[src/rtl/lcd_pkg.sv]
// Shared types and constants for the HD44780 write sequencer.
// States, wait classes, init ROM entry layout and LCD command bytes.
package lcd_pkg;

    typedef enum logic [2:0] {
        S_POWERUP,
        S_LOAD,
        S_SETUP,
        S_EN_HI,
        S_HOLD,
        S_WAIT,
        S_IDLE
    } state_t;

    typedef enum logic [1:0] {
        WAIT_CMD,
        WAIT_CLEAR,
        WAIT_INIT
    } wait_sel_t;

    typedef struct packed {
        logic      rs;
        logic [7:0] data;
        wait_sel_t wait_sel;
    } init_entry_t;

    localparam int INIT_LEN   = 8;
    localparam int INIT_IDX_W = $clog2(INIT_LEN);

    localparam logic [7:0] LCD_WAKE       = 8'h30;
    localparam logic [7:0] LCD_FUNC_8B_2L = 8'h38;
    localparam logic [7:0] LCD_DISP_OFF   = 8'h08;
    localparam logic [7:0] LCD_CLEAR      = 8'h01;
    localparam logic [7:0] LCD_ENTRY_INC  = 8'h06;
    localparam logic [7:0] LCD_DISP_ON    = 8'h0C;

    // Clear (0x01) and return-home (0x02/0x03) are the slow commands.
    function automatic wait_sel_t user_wait_sel(input logic rs, input logic [7:0] data);
        if (!rs && (data == 8'h01 || data == 8'h02 || data == 8'h03)) begin
            return WAIT_CLEAR;
        end
        return WAIT_CMD;
    endfunction

endpackage

[src/rtl/lcd_init_rom.sv]
// Fixed power-up command list for an 8-bit, 2-line, 5x8 panel.
// Purely combinational index -> entry lookup.
module lcd_init_rom
    import lcd_pkg::*;
(
    input  logic [INIT_IDX_W-1:0] idx_i,
    output init_entry_t           entry_o
);

    always_comb begin
        entry_o = '{rs: 1'b0, data: LCD_DISP_ON, wait_sel: WAIT_CMD};
        case (idx_i)
            3'd0: entry_o = '{rs: 1'b0, data: LCD_WAKE,       wait_sel: WAIT_INIT};
            3'd1: entry_o = '{rs: 1'b0, data: LCD_WAKE,       wait_sel: WAIT_CMD};
            3'd2: entry_o = '{rs: 1'b0, data: LCD_WAKE,       wait_sel: WAIT_CMD};
            3'd3: entry_o = '{rs: 1'b0, data: LCD_FUNC_8B_2L, wait_sel: WAIT_CMD};
            3'd4: entry_o = '{rs: 1'b0, data: LCD_DISP_OFF,   wait_sel: WAIT_CMD};
            3'd5: entry_o = '{rs: 1'b0, data: LCD_CLEAR,      wait_sel: WAIT_CLEAR};
            3'd6: entry_o = '{rs: 1'b0, data: LCD_ENTRY_INC,  wait_sel: WAIT_CMD};
            3'd7: entry_o = '{rs: 1'b0, data: LCD_DISP_ON,    wait_sel: WAIT_CMD};
            default: ;
        endcase
    end

endmodule

[src/rtl/lcd_hd44780_ctrl.sv]
// HD44780 write sequencer: power-up wait, init ROM playback, then single
// valid/ready writes, each a timed EN pulse followed by an execution wait.
module lcd_hd44780_ctrl #(
    parameter int unsigned POWERUP_CYC    = 750000,
    parameter int unsigned SETUP_CYC      = 4,
    parameter int unsigned EN_HIGH_CYC    = 25,
    parameter int unsigned HOLD_CYC       = 4,
    parameter int unsigned CMD_WAIT_CYC   = 2500,
    parameter int unsigned CLEAR_WAIT_CYC = 100000,
    parameter int unsigned INIT_WAIT_CYC  = 250000
) (
    input  logic       clk,
    input  logic       rst,
    input  logic       req_valid,
    input  logic       req_rs,
    input  logic [7:0] req_data,
    output logic       req_ready,
    output logic       init_done,
    output logic       busy,
    output logic       data_out_en,
    output logic       data_out_on,
    output logic       data_out_rs,
    output logic       data_out_rw,
    output logic [7:0] data_out
);
    import lcd_pkg::*;

    function automatic int unsigned umax(input int unsigned a, input int unsigned b);
        return (a > b) ? a : b;
    endfunction

    localparam int unsigned MAX_CYC = umax(umax(umax(POWERUP_CYC, SETUP_CYC),
                                                umax(EN_HIGH_CYC, HOLD_CYC)),
                                           umax(umax(CMD_WAIT_CYC, CLEAR_WAIT_CYC),
                                                INIT_WAIT_CYC));
    localparam int CNT_W = (MAX_CYC > 1) ? $clog2(MAX_CYC) : 1;

    typedef logic [CNT_W-1:0] cnt_t;

    localparam cnt_t PU_LAST    = cnt_t'(POWERUP_CYC - 1);
    localparam cnt_t SETUP_LAST = cnt_t'(SETUP_CYC - 1);
    localparam cnt_t EN_LAST    = cnt_t'(EN_HIGH_CYC - 1);
    localparam cnt_t HOLD_LAST  = cnt_t'(HOLD_CYC - 1);
    localparam cnt_t CMD_LAST   = cnt_t'(CMD_WAIT_CYC - 1);
    localparam cnt_t CLEAR_LAST = cnt_t'(CLEAR_WAIT_CYC - 1);
    localparam cnt_t INIT_LAST  = cnt_t'(INIT_WAIT_CYC - 1);
    localparam logic [INIT_IDX_W-1:0] IDX_LAST = INIT_IDX_W'(INIT_LEN - 1);

    state_t                  state_q, state_d;
    cnt_t                    cnt_q, cnt_d;
    logic [INIT_IDX_W-1:0]   idx_q, idx_d;
    logic                    rs_q, rs_d;
    logic [7:0]              data_q, data_d;
    wait_sel_t               wsel_q, wsel_d;
    logic                    init_done_q, init_done_d;
    logic                    en_q, on_q, ready_q, busy_q;
    cnt_t                    wait_last;
    logic [INIT_IDX_W-1:0]   load_idx;
    init_entry_t             rom_entry;

    // LOAD is only ever reached from POWERUP (entry 0) or from an init WAIT.
    assign load_idx = (state_q == S_WAIT) ? idx_q + 1'b1 : '0;

    lcd_init_rom u_rom (
        .idx_i   (load_idx),
        .entry_o (rom_entry)
    );

    always_comb begin
        wait_last = CMD_LAST;
        case (wsel_q)
            WAIT_CLEAR: wait_last = CLEAR_LAST;
            WAIT_INIT:  wait_last = INIT_LAST;
            default:    wait_last = CMD_LAST;
        endcase
    end

    always_comb begin
        state_d     = state_q;
        cnt_d       = cnt_q + 1'b1;
        idx_d       = idx_q;
        rs_d        = rs_q;
        data_d      = data_q;
        wsel_d      = wsel_q;
        init_done_d = init_done_q;

        case (state_q)
            S_POWERUP: begin
                // Count only from the cycle power is switched on.
                if (!on_q) begin
                    cnt_d = cnt_q;
                end else if (cnt_q == PU_LAST) begin
                    state_d = S_LOAD;
                    idx_d   = '0;
                    cnt_d   = '0;
                end
            end
            S_SETUP: begin
                if (cnt_q == SETUP_LAST) begin
                    state_d = S_EN_HI;
                    cnt_d   = '0;
                end
            end
            S_EN_HI: begin
                if (cnt_q == EN_LAST) begin
                    state_d = S_HOLD;
                    cnt_d   = '0;
                end
            end
            S_HOLD: begin
                if (cnt_q == HOLD_LAST) begin
                    state_d = S_WAIT;
                    cnt_d   = '0;
                end
            end
            S_WAIT: begin
                if (cnt_q == wait_last) begin
                    cnt_d = '0;
                    if (init_done_q) begin
                        state_d = S_IDLE;
                    end else if (idx_q == IDX_LAST) begin
                        init_done_d = 1'b1;
                        state_d     = S_IDLE;
                    end else begin
                        idx_d   = idx_q + 1'b1;
                        state_d = S_LOAD;
                    end
                end
            end
            S_IDLE: begin
                cnt_d = '0;
                if (req_valid) begin
                    rs_d    = req_rs;
                    data_d  = req_data;
                    wsel_d  = user_wait_sel(req_rs, req_data);
                    state_d = S_SETUP;
                end
            end
            default: begin
                state_d = S_POWERUP;
                cnt_d   = '0;
            end
        endcase

        if (state_d == S_LOAD) begin
            rs_d    = rom_entry.rs;
            data_d  = rom_entry.data;
            wsel_d  = rom_entry.wait_sel;
            state_d = S_SETUP;
        end
    end

    always_ff @(posedge clk) begin
        if (rst) begin
            state_q     <= S_POWERUP;
            cnt_q       <= '0;
            idx_q       <= '0;
            rs_q        <= 1'b0;
            data_q      <= 8'h00;
            wsel_q      <= WAIT_CMD;
            init_done_q <= 1'b0;
            en_q        <= 1'b0;
            on_q        <= 1'b0;
            ready_q     <= 1'b0;
            busy_q      <= 1'b1;
        end else begin
            state_q     <= state_d;
            cnt_q       <= cnt_d;
            idx_q       <= idx_d;
            rs_q        <= rs_d;
            data_q      <= data_d;
            wsel_q      <= wsel_d;
            init_done_q <= init_done_d;
            en_q        <= (state_d == S_EN_HI);
            on_q        <= 1'b1;
            ready_q     <= (state_d == S_IDLE);
            busy_q      <= (state_d != S_IDLE);
        end
    end

    assign req_ready   = ready_q;
    assign init_done   = init_done_q;
    assign busy        = busy_q;
    assign data_out_en = en_q;
    assign data_out_on = on_q;
    assign data_out_rs = rs_q;
    assign data_out_rw = 1'b0;
    assign data_out    = data_q;

endmodule

[config.mk]
export PLATFORM = sky130hd
export DESIGN_NAME = lcd_hd44780_ctrl
export DESIGN_NICKNAME = d
export VERILOG_FILES = /design/src/rtl/lcd_pkg.sv /design/src/rtl/lcd_init_rom.sv /design/src/rtl/lcd_hd44780_ctrl.sv
export SDC_FILE = /design/constraint.sdc
export NUM_CORES = 1
export LEC_CHECK = 0
export CAP_MARGIN = 0
export CORE_MARGIN = 1.5
export CORE_UTILIZATION = 40
export CTS_CLUSTER_DIAMETER = 200
export DETAILED_ROUTE_END_ITERATION = 7
export PLACE_DENSITY_LB_ADDON = 0.15
export SKIP_LAST_GASP = 1
export SLEW_MARGIN = 20
export SYNTH_ARGS = -nofsm -noshare
export SYNTH_HDL_FRONTEND = slang
export SYNTH_SLANG_ARGS = --single-unit
[constraint.sdc]
create_clock -name clk -period 3.4 [get_ports clk]
set_input_delay 0.51 -clock clk [delete_from_list [all_inputs] [get_ports clk]]
set_output_delay 0.51 -clock clk [all_outputs]
set_load 0.02 [all_outputs]
== Word-level counts from Yosys, hierarchy flattened ==
Memory sizes are Yosys's and may differ from the RTL's.
Cells that the tools add are included.
W data, S select, Z words.

* Logic and storage cells: 92
* Input port bits: 12
* Register bits: 42
* Memory bits (read-only): 64
* Memories: 1

* $add $sub $neg: 2
* Equality and inequality tests: 24
* Reductions and logical operators: 12
* Multiplexer cells: 42

{| class="wikitable"
|+ Memory list
! memory !! words !! bits a word !! rd ports !! clocked after Yosys merged registers in !! write ports !! line !! source
|-
| (name not given) || 8 || 8 || 1 || 0 || 0 || lcd_init_rom.sv:12 || <nowiki>case (idx_i)</nowiki>
|}

{| class="wikitable"
|+ Operator list
! cell !! number
|-
| $mux W20 || 5
|-
| $pmux W20 S4 || 1
|-
| $mux W3 || 16
|-
| $pmux W18 S2 || 1
|-
| $mux W8 || 3
|-
| $add A20 B1 Y20 const B || 1
|-
| $eq A20 B2 Y1 const B || 1
|-
| $eq A20 B20 Y1 || 1
|-
| $eq A20 B20 Y1 const B || 1
|-
| $eq A20 B5 Y1 const B || 1
|-
| $pmux W3 S6 || 1
|-
| $eq A8 B2 Y1 const B || 2
|-
| $eq A3 B3 Y1 const B || 5
|-
| $mux W2 || 5
|-
| $eq A3 B2 Y1 const B || 3
|-
| $mux W1 || 9
|-
| $eq A8 B1 Y1 const B || 1
|-
| $ne A2 B2 Y1 const B || 4
|-
| $pmux W3 S2 || 1
|-
| $reduce_and A6 Y1 || 1
|-
| $reduce_bool A2 Y1 || 3
|-
| $reduce_and A2 Y1 || 2
|-
| $add A3 B1 Y3 const B || 1
|-
| $eq A3 B1 Y1 const B || 1
|-
| other kinds (9) || 10
|}

== Depth between registers and ports, before layout ==
Gate-level depths: netlist (run 1).

* Word-level depth: 11
* Gate-level depth with buffers: 10
* Mapped depth without buffers: 9

== By module ==
A second synthesis (run 1) with hierarchy kept.

* Cells, all modules: 306
* Area total of the unflattened synthesis: 2524.9 µm²

{| class="wikitable"
|+ By module, submodules not included
! module !! sequential area each (µm²) !! area each (µm²) !! cells each !! instances
|-
| lcd_hd44780_ctrl || 840.8 || 2381.0 || 287 || 1
|-
| lcd_init_rom || 0.0 || 143.9 || 19 || 1
|}

== Least setup slack after synthesis (run 1) ==
No wires, ideal clock.

* Path type: reg-to-reg
* Start: register wsel_q[0]
* End: register cnt_q[3]
* Cell stages (with the launch flop): 10
* Data required time: 3.325 ns
* Data arrival time: 2.127 ns
* Library setup time: 0.075 ns
* Setup slack: 1.198 ns
* Clock period less this slack: 2.202 ns
* Path through: dfxtp_1 > inv_1 > ha_1 > nor4bb_1 > o2111ai_2 > nor3_1 > nand2b_2 > and2_1 > or4_1 > a31oi_1

* Word-level cells in the longest chain between the ends: 5

{| class="wikitable"
|+ RTL lines
! item !! line !! source
|-
| from (decl) || lcd_hd44780_ctrl.sv:54 || <nowiki>wait_sel_t wsel_q, wsel_d;</nowiki>
|-
| from (signal assigned) || lcd_hd44780_ctrl.sv:172 || <nowiki>wsel_q <= wsel_d;</nowiki>
|-
| $eq A2 B2 Y1 / $eq A2 B1 Y1 (equally long branches) || lcd_hd44780_ctrl.sv:71 || <nowiki>case (wsel_q)</nowiki>
|-
| $pmux W18 S2 * || lcd_hd44780_ctrl.sv:71 ||
|-
| $eq A20 B20 Y1 * || lcd_hd44780_ctrl.sv:117 || <nowiki>if (cnt_q == wait_last) begin</nowiki>
|-
| $mux W20 * || lcd_hd44780_ctrl.sv:117 ||
|-
| $pmux W20 S4 * || lcd_hd44780_ctrl.sv:87 || <nowiki>case (state_q)</nowiki>
|-
| to (signal assigned) || lcd_hd44780_ctrl.sv:168 || <nowiki>cnt_q <= cnt_d;</nowiki>
|-
| to (decl) || lcd_hd44780_ctrl.sv:50 || <nowiki>cnt_t cnt_q, cnt_d;</nowiki>
|}

Every way passes the cells marked *; elsewhere a longest branch is shown, timed or not.
A chain may end at the register's enable or synchronous reset.

== Worst setup path in the final report (run 1) ==
* Start: register wsel_q[0]
* End: register data_q[0], in the netlist data_out[0]

* Word-level cells in the longest chain between the ends: 8

{| class="wikitable"
|+ RTL lines
! item !! line !! source
|-
| $eq A2 B2 Y1 / $eq A2 B1 Y1 (equally long branches) || lcd_hd44780_ctrl.sv:71 ||
|-
| $pmux W18 S2 * || lcd_hd44780_ctrl.sv:71 ||
|-
| $eq A20 B20 Y1 * || lcd_hd44780_ctrl.sv:117 ||
|-
| $mux W3 * || lcd_hd44780_ctrl.sv:117 ||
|-
| $pmux W3 S6 * || lcd_hd44780_ctrl.sv:87 ||
|-
| $eq A3 B1 Y1 * || lcd_hd44780_ctrl.sv:145 || <nowiki>if (state_d == S_LOAD) begin</nowiki>
|-
| $reduce_bool A2 Y1 (no line) || -- ||
|-
| $reduce_and A2 Y1 (no line) || -- ||
|-
| to (signal assigned) || lcd_hd44780_ctrl.sv:171 || <nowiki>data_q <= data_d;</nowiki>
|-
| to (decl) || lcd_hd44780_ctrl.sv:53 || <nowiki>logic [7:0] data_q, data_d;</nowiki>
|}

Marks and branches as above.

==> summary.txt, run 1 <==
Layout
  • Layout area overhead: 14.0%
  • Final Cell Area: 2780 sq um
  • Layout Nets: 339
  • Fraction of layout instances using a drive strength above 1: 8.54%
  • Fillers: 607
  • N_diodes: 0

Power and ir drop
  • Gate power share: 5.0%
  • VDD IR-drop max: 0.158 mV
  • Reg power frac: 58.2%
  • NetSw: 0.184 mW
  • Power, Total: 0.855 mW
  • Internal power: 0.671 mW
  • Sw Share: 21.6%
  • Clock Power Share: 36.8%
  • Leak pwr: 1.03 nW
  • PD cells: 308 nW/um^2

Timing
  • Setup ws final: 830 ps
  • Final setup vio count: 0
  • Final min period: 2570 ps
  • Fin crit share: 75.6%
  • Final setup TNS: 0 ps
  • Worst Skew: 4.29 ps
  • Max Slew Vio Count: 0
  • Final hold viol count: 0
  • RSZ-0062 raised after global routing: no
  • Max frequency: 389 MHz
  • Normalized max-slew margin: 35.3%
  • Worst slew pin tran: 968 ps

Global routing
  • First-pass GRT wire length: 9300 microns
  • Tot GR Track Use: 17.9%
  • Initial antenna violation count: 0
  • Grt ovf: 0
  • Vias in the first global route: 2013
  • Largest net degree at the start of global routing: 17

Placement
  • Final GP Congestion: 0.782
  • Pre-CTS setup slack: 832 ps
  • Cell area after placement: 2690 sq um
  • Dpl hpwl: 4110 microns
  • Port-buffer cells: 25

Synth
  • Area leader, netlist: dfxtp_1
  • Yosys cell types: 54
  • Post-synth top cells: 42 x dfxtp_1, 39 x nand2_1, 24 x nor3_1
  • Synthesized instance count: 300
  • Post-synth top flop: dfxtp_1
  • Async S/R FF share, synth: 0%
  • Post-synth EDFFs: 0
  • Top cell type's share of synthesized area: 34.5%
  • Mapped cell area: 2430 sq um
  • Most numerous cell in the Yosys netlist: dfxtp_1
  • Synth Register Bits: 42
  • Largest cells by area after synthesis: dfxtp_1 35%, nand2_1 6.0%, ha_1 5.1%
  • Mean Syn Cell Area: 8.12 sq um
  • Post-Syn Nets: 322
  • Yosys warning count: 0
  • Post-synthesis sequential area ratio: 34.5%

Clocking
  • CTS Buf Count: 5
  • PostCTS Resize Cnt: 0
  • CTS clk-pin slew, worst paths: 80 ps
  • CTS Sinks: 42
  • TritonCTS clock tree: built
  • Setup repair bufs after CTS: 0
  • Clk Latency, worst-skew pair: 280 ps
  • H-Tree Level Count: 2
  • Clock buffer depth: 2
  • Clock Tree Root: clkbuf_8
  • CTS hold repair buffers: 0

Critical path
  • Setup crit end kind: register
  • Cell breakdown of the critical path: inv_1 > ha_1 > or4_1 > a22o_1 > nor4_4 > nand2_1 > nand2_1 > a21oi_1 > a21boi_1
  • Critical setup path kind: register to register
  • Crit path largest cell delay: 390 ps
  • Crit-path leading delay family: simple AND/OR/NAND/NOR gates
  • WP data arrival: 2700 ps
  • CP required: 3530 ps
  • Crit-path slowest cell: or4_1
  • Worst path bufs/invs: 1
  • CP max FO: 11
  • Crit-path most repeated cell: nand2_1
  • Startpoint types: register

Die
  • Die width: 81.0 microns
  • Die H: 81.0 microns
  • Initial core utilization: 41.4%
  • Core footprint: 5890 sq um
  • I/O pin total: 27
  • Row Count: 28
  • Die ar.: 6560 sq um

Route
  • Via count: 2147
  • Detailed Route Iter0 Violations: 123
  • Routed len/inst: 14.1 microns
  • DRC viols: 0
  • Detailed Routing Iterations Pass 1: 4
  • Post-route ant nets: 0
  • Routed WL: 5500 microns
  • Vias/cell: 5.49

Worst hold path
  • Min-Delay Path Class: register to register

Flow run
  • Max cap viols: 0

Outcome
  • Outcome: finished clean
## power by group through the flow
stage	Combinational (mW)	Clock, mW	Sequential (mW)
detailed placement	0.0433	0	0.509
CTS	0.0434	0.332	0.497
floorplan	0.0210	0	0.508
global placement	0.0423	0	0.509
finish	0.0431	0.315	0.498
global route	0.0469	0.348	0.498
## sequential cells by signal (all words and copies together), names as in the netlist
signal       count
init_done        1
busy             1
data_out         8
wsel_q           2
data_out_on      1
req_ready        1
state_q          3
cnt_q           20
data_out_en      1
idx_q            3
data_out_rs      1
## metrics by stage
stage	utilization (%)	hold WS, ps	std cells
5_1_grt	47.2	475	391
4_1_cts	47.2	463	391
3_5_place_dp	45.8	451	385
2_1_floorplan	-	436	300
3_3_place_gp	45.8	450	385
6_report	47.2	460	391
## logic make-up (layout without fill, tap and decap cells)
group	after synthesis	after routing	share of synthesized area, %
xor gates and xnor gates	12	12	4.32
adders and majority gates	10	10	5.14
DFF	42	42	34.5
AOI/OAI and AO/OA	48	48	13.1
buffers and inverters	30	46	6.42
muxes	8	8	3.39
and+or+nand+nor	149	149	33.0
other	1	1	0.154
## final cells by class
class	count	area (sq um)	share of cell area, %
multi-input cells	228	1440	51.8
well taps	75	93.8	3.38
inverters	11	41.3	1.49
flip-flops and latches	42	841	30.3
repair buffers	29	280	10.1
clock buffers	6	82.6	2.97
## final timing paths
path	start	endpoint	slack (ps)	cells after the start
worst max register to register	wsel_q[0]	data_out[0]	830	9
worst min-delay path	idx_q[2]	idx_q[2]	460	2
worst min register to register	idx_q[2]	idx_q[2]	460	2
worst max-delay path	wsel_q[0]	data_out[0]	830	9
## worst register-to-register path: stages, from the launching register on
cell      delay [ps]
dfxtp_1          350
inv_1             50
ha_1             190
or4_1            390
a22o_1           290
nor4_4           370
nand2_1          100
nand2_1          360
a21oi_1          160
a21boi_1         170
## layout by cell type, fill, tap and decap left out, types with 2 or more instances in the layout
| master | instances |
|---|---|
| dfxtp_1 | 42 |
| nand2_1 | 39 |
| clkdlybuf4s50_1 | 25 |
| nor3_1 | 24 |
| nand3_1 | 21 |
| nor2_1 | 17 |
| a21oi_1 | 15 |
| inv_1 | 11 |
| ha_1 | 10 |
| nand4_1 | 7 |
| o21ai_0 | 7 |
| xor2_1 | 7 |
| mux2i_1 | 6 |
| a31oi_1 | 6 |
| clkbuf_8 | 6 |
| or4_1 | 5 |
| nor4_1 | 5 |
| xnor2_1 | 5 |
| nor4bb_1 | 4 |
| and3_1 | 4 |
| and2_1 | 4 |
| buf_4 | 4 |
| or3_1 | 3 |
| o21ai_1 | 3 |
| nand3_2 | 3 |
| a21oi_2 | 3 |
| a21boi_1 | 2 |
| nand4b_1 | 2 |
| mux2_2 | 2 |
## layer usage
metal | vias up | global-route usage [%] | routed length [microns]
met4 | 0 | 5.17 | 42
met1 | 998 | 24.0 | 2670
met5 | - | 0 | 0
met2 | 42 | 29.4 | 2600
met3 | 4 | 3.26 | 192
li1 | 1103 | - | -
Note: power is estimated with default switching activity, not from simulation.
==> run 2, diff against run 1 <==
Clock period 3.4 ns to 2.5 ns, I/O delays scaled along.
==> summary.txt, run 2 (synthesized netlist as in run 1, its figures left out) <==
Route
  • Routed WL: 5860 microns (was 5500 microns)
  • Vias/cell: 5.46 (was 5.49)
  • Via count: 2232 (was 2147)
  • Detailed Routing Iterations Pass 1: 4 (unchanged)
  • DRC viols: 0 (unchanged)
  • Detailed Route Iter0 Violations: 82 (was 123)
  • Post-route ant nets: 0 (unchanged)
  • Routed len/inst: 14.3 microns (was 14.1 microns)

Power and ir drop
  • Power, Total: 1.20 mW (was 0.855 mW)
  • VDD IR-drop max: 0.217 mV (was 0.158 mV)
  • PD cells: 409 nW/um^2 (was 308 nW/um^2)
  • Leak pwr: 1.12 nW (was 1.03 nW)

Critical path
  • Critical setup path kind: register to register (unchanged)
  • CP required: 2720 ps (was 3530 ps)
  • Startpoint types: register (unchanged)
  • WP data arrival: 2580 ps (was 2700 ps)
  • CP max FO: 4 (was 11)
  • Setup crit end kind: register (unchanged)

Global routing
  • Tot GR Track Use: 19.3% (was 17.9%)
  • Largest net degree at the start of global routing: 21 (was 17)
  • Initial antenna violation count: 0 (unchanged)
  • Vias in the first global route: 2157 (was 2013)
  • First-pass GRT wire length: 9910 microns (was 9300 microns)
  • Grt ovf: 0 (unchanged)

Clocking
  • CTS clk-pin slew, worst paths: 80 ps (about the same)
  • CTS Sinks: 42 (unchanged)
  • H-Tree Level Count: 2 (unchanged)
  • Clk Latency, worst-skew pair: 300 ps (was 280 ps)
  • TritonCTS clock tree: built (unchanged)
  • CTS Buf Count: 5 (unchanged)
  • Clock Tree Root: clkbuf_8 (unchanged)
  • Clock buffer depth: 2 (unchanged)

Layout
  • N_diodes: 0 (unchanged)
  • Reg with most FFs: cnt_q (unchanged)
  • Max reg flops: 20 (unchanged)
  • Most common cell after layout, fill and taps aside: dfxtp_1 (unchanged)
  • Final Util: 49.9% (was 47.2%)
  • Layout area overhead: 20.5% (was 14.0%)
  • Layout Nets: 355 (was 339)
  • Fin cells: 409 (was 391)
  • Fraction of layout instances using a drive strength above 1: 14.1% (was 8.54%)
  • Commonest non-fill, non-tap cells in the layout: 42 x dfxtp_1, 39 x nand2_1, 25 x clkdlybuf4s50_1, 24 x nor3_1, 21 x nand3_1 (unchanged)
  • Fillers: 588 (was 607)

Timing
  • Worst slew pin tran: 504 ps (was 968 ps)
  • Worst Skew: 10.8 ps (was 4.29 ps)
  • Fin crit share: 94.5% (was 75.6%)
  • Max Slew Vio Count: 0 (unchanged)
  • Final min period: 2360 ps (was 2570 ps)
  • Normalized max-slew margin: 66.3% (was 35.3%)
  • Final setup vio count: 0 (unchanged)
  • Final hold viol count: 0 (unchanged)
  • Max frequency: 423 MHz (was 389 MHz)
  • WHS: 459 ps (was 460 ps)
  • RSZ-0062 raised after global routing: yes (was no)
  • Final setup TNS: 0 ps (unchanged)

Die
  • I/O pin total: 27 (unchanged)
  • Die ar.: 6560 sq um (unchanged)
  • Initial core utilization: 41.4% (unchanged)
  • Die width: 81.0 microns (unchanged)
  • Die H: 81.0 microns (unchanged)
  • Row Count: 28 (unchanged)
  • Core footprint: 5890 sq um (unchanged)

Outcome
  • Outcome: finished clean (unchanged)

Placement
  • Placed cells: 401 (was 385)
  • Final GP Congestion: 0.903 (was 0.782)
  • Port-buffer cells: 25 (unchanged)
  • Dpl hpwl: 4420 microns (was 4110 microns)

Worst hold path
  • Min-Delay Path Class: register to register (unchanged)

Flow run
  • Max cap viols: 0 (unchanged)
## run 2: repair_timing
| item | 4_1_cts | 5_1_grt |
|---|---|---|
| gates resized for setup | 0 | 3 |
| setup endpoints to repair | 0 | 24 |
| hold buffers | 0 | 0 |
| buffers inserted | 0 | 0 |
## run 2: worst paths after layout
check / start / end / slack (ps) / cells past startpoint
setup reg to reg: wsel_q[0] / cnt_q[3] / 140 / 9
hold reg to reg: idx_q[1] / idx_q[1] / 460 / 2
hold / removal: idx_q[1] / idx_q[1] / 460 / 2
setup / recovery: wsel_q[0] / cnt_q[3] / 140 / 9
## run 2: critical path, cell delays in order (launching register included)
cell,delay [ps]
dfxtp_1,350
inv_1,50
ha_1,350
nor4bb_1,160
o2111ai_2,270
nor3_1,90
nand2b_2,230
and2_1,160
or4_1,460
a31oi_1,160
## run 2: layout make-up
class / count / area [sq um] / share of cell area [%]
timing repair buffer: 45 / 413 / 14.1
clock inverter: 1 / 5.00 / 0.171
multi-input combinational: 228 / 1450 / 49.6
inverter: 11 / 41.3 / 1.41
sequential: 42 / 841 / 28.7
clock buffer: 7 / 86.3 / 2.94
tap: 75 / 93.8 / 3.20
## run 2: report_power, final
group | switching, mW | internal (mW) | leakage (nW)
clock network | 0.240 | 0.223 | 0.0482
registers | 0.00389 | 0.672 | 0.339
logic | 0.0320 | 0.0291 | 0.728
## run 2: layer usage
layer	GRT usage, %	share of wire (%)	up-vias
met1	24.7	47	1032
met5	0	0	-
li1	-	-	1131
met2	32.3	47	59
met4	6.03	1.6	0
met3	3.82	4.4	10
## run 2: stage by stage
step                      cell area [sq um]  worst slack (ps)
after global routing                   2930             -19.2
after global placement                 2830               179
final                                  2930               138
after detailed placement               2830               149
after CTS                              2920               112
after floorplan                        2430               298
==> run 3, diff against run 2 <==
==> constraint.sdc (replaced) <==
create_clock -name clk -period 2.5 [get_ports clk]
set_input_delay 0.375 -clock clk [delete_from_list [all_inputs] [get_ports clk]]
set_output_delay 0.375 -clock clk [all_outputs]
set_load 0.1 [all_outputs]
==> summary.txt, run 3 (synthesized netlist as in run 1, its figures left out) <==
Global routing
  • Vias in the first global route: 2008 (was 2157)
  • Tot GR Track Use: 19.3% (about the same)
  • First-pass GRT wire length: 9810 microns (was 9910 microns)
  • Grt ovf: 0 (unchanged)
  • Largest net degree at the start of global routing: 21 (unchanged)
  • Initial antenna violation count: 0 (unchanged)

Die
  • Row Count: 28 (unchanged)
  • Core footprint: 5890 sq um (unchanged)
  • I/O pin total: 27 (unchanged)
  • Initial core utilization: 41.4% (unchanged)
  • Die H: 81.0 microns (unchanged)
  • Die width: 81.0 microns (unchanged)
  • Die ar.: 6560 sq um (unchanged)

Layout
  • Fillers: 590 (was 588)
  • Fraction of layout instances using a drive strength above 1: 18.0% (was 14.1%)
  • N_diodes: 0 (unchanged)
  • Max reg flops: 20 (unchanged)
  • Commonest non-fill, non-tap cells in the layout: 41 x dfxtp_1, 39 x nand2_1, 33 x buf_4, 24 x nor3_1, 21 x nand3_1 (was 42 x dfxtp_1, 39 x nand2_1, 25 x clkdlybuf4s50_1, 24 x nor3_1, 21 x nand3_1)
  • Layout Nets: 355 (unchanged)
  • Most common cell after layout, fill and taps aside: dfxtp_1 (unchanged)
  • Layout area overhead: 19.5% (was 20.5%)
  • Reg with most FFs: cnt_q (unchanged)
  • Final Util: 49.4% (was 49.9%)
  • Final Cell Area: 2910 sq um (was 2930 sq um)

Timing
  • RSZ-0062 raised after global routing: no (was yes)
  • Max frequency: 425 MHz (was 423 MHz)
  • Max Slew Vio Count: 0 (unchanged)
  • Final hold viol count: 0 (unchanged)
  • Fin crit share: 94.0% (was 94.5%)
  • Setup ws final: 150 ps (was 138 ps)
  • Final setup vio count: 0 (unchanged)
  • Final min period: 2350 ps (was 2360 ps)
  • Final setup TNS: 0 ps (unchanged)
  • Worst Skew: 6.93 ps (was 10.8 ps)

Critical path
  • Cell breakdown of the critical path: inv_1 > ha_1 > nor4bb_1 > o2111ai_2 > nor3_1 > nand2b_2 > and2_1 > or4_1 > a31oi_1 (unchanged)
  • Reg2reg setup slack: 150 ps (was 140 ps)
  • Setup crit end kind: register (unchanged)
  • R2r endpoint: cnt_q[3] (unchanged)
  • Worst r2r src: wsel_q[0] (unchanged)
  • Setup crit end: cnt_q[3] (unchanged)
  • Worst path bufs/invs: 1 (unchanged)
  • Worst path depth: 9 (unchanged)
  • Crit-path slowest cell: or4_1 (unchanged)
  • WP data arrival: 2570 ps (was 2580 ps)
  • Startpoint types: register (unchanged)
  • FF-to-FF path depth: 9 (unchanged)
  • CP required: 2720 ps (about the same)
  • CP startpoint: wsel_q[0] (unchanged)
  • Crit path largest cell delay: 460 ps (about the same)
  • CP max FO: 4 (unchanged)
  • Critical setup path kind: register to register (unchanged)
  • Crit-path leading delay family: simple AND/OR/NAND/NOR gates (unchanged)

Placement
  • Final GP Congestion: 0.871 (was 0.903)
  • Pre-CTS setup slack: 142 ps (was 149 ps)
  • Dpl hpwl: 4400 microns (was 4420 microns)
  • Port-buffer cells: 25 (unchanged)
  • Cell area after placement: 2790 sq um (was 2830 sq um)

Clocking
  • Clk Latency, worst-skew pair: 290 ps (was 300 ps)
  • Clock buffer depth: 2 (unchanged)
  • CTS clk-pin slew, worst paths: 80 ps (about the same)
  • Clock Tree Root: clkbuf_8 (unchanged)
  • TritonCTS clock tree: built (unchanged)
  • H-Tree Level Count: 2 (unchanged)
  • CTS Buf Count: 5 (unchanged)
  • Setup repair bufs after CTS: 0 (unchanged)
  • CTS Sinks: 42 (unchanged)

Power and ir drop
  • Power, Total: 1.27 mW (was 1.20 mW)
  • Leak pwr: 1.15 nW (was 1.12 nW)
  • PD cells: 438 nW/um^2 (was 409 nW/um^2)
  • VDD IR-drop max: 0.221 mV (was 0.217 mV)

Route
  • Post-route ant nets: 0 (unchanged)
  • Detailed Route Iter0 Violations: 141 (was 82)
  • Routed WL: 5930 microns (was 5860 microns)
  • Detailed Routing Iterations Pass 1: 4 (unchanged)
  • Routed len/inst: 14.5 microns (was 14.3 microns)
  • Via count: 2224 (was 2232)
  • DRC viols: 0 (unchanged)
  • Vias/cell: 5.44 (was 5.46)

Flow run
  • Max cap viols: 0 (unchanged)

Worst hold path
  • Min-Delay Path Class: register to register (unchanged)

Outcome
  • Outcome: finished clean (unchanged)
-- run 3: cell types whose count changed in the layout (fill, tap and decap cells not counted), sizes merged --
cell	change
buf	+14
clkdlybuf4s50	-14
bufinv	+1
clkinv	-1
-- run 3: area by class of cell --
cell class	count	area, sq um	area share (%)
clock buffers	7	76.3	2.62
inverters	11	41.3	1.42
clock inverters	1	30.0	1.03
multi-input cells	228	1450	49.8
well taps	75	93.8	3.23
repair buffers	45	378	13.0
flip-flops and latches	42	842	28.9
-- run 3: worst min path at each step --
stage,cells past startpoint,to,from
6_report,2,idx_q[1],idx_q[1]
5_1_grt,2,idx_q[1],idx_q[1]
4_1_cts,2,idx_q[1],idx_q[1]
3_5_place_dp,2,idx_q[1],idx_q[1]
3_3_place_gp,2,idx_q[1],idx_q[1]
2_1_floorplan,2,idx_q[1],idx_q[1]
-- run 3: what timing repair did --
| item | in CTS | in global routing |
|---|---|---|
| endpoints found under the setup margin | 0 | 16 |
| hold buffers | 0 | 0 |
| gates resized for setup | 0 | 3 |
-- run 3: worst min-delay path: cells and delay by family (launching register included) --
kind	cells	cell delay (ps)
flops	1	320
simple gates	1	50
compound gates	1	50
-- run 3: per-layer routing --
layer  GRT usage [%]  vias to the layer above  wire [microns]
met4            6.55                        0              85
met1            25.6                     1038            2780
met5               0                        -               0
met3            3.71                        8             223
met2            31.3                       46            2850
li1                -                     1132               -
-- run 3: through the flow --
step | std cells | hold WS, ps
2_1_floorplan | 300 | 436
3_3_place_gp | 401 | 452
3_5_place_dp | 401 | 455
4_1_cts | 409 | 466
5_1_grt | 409 | 489
6_report | 409 | 460
-- run 3: where the power goes --
group	internal, mW	leakage, nW	switching, mW
combinational	0.0282	0.754	0.0420
sequential	0.672	0.339	0.00448
clock	0.299	0.0524	0.229
total	0.999	1.15	0.276
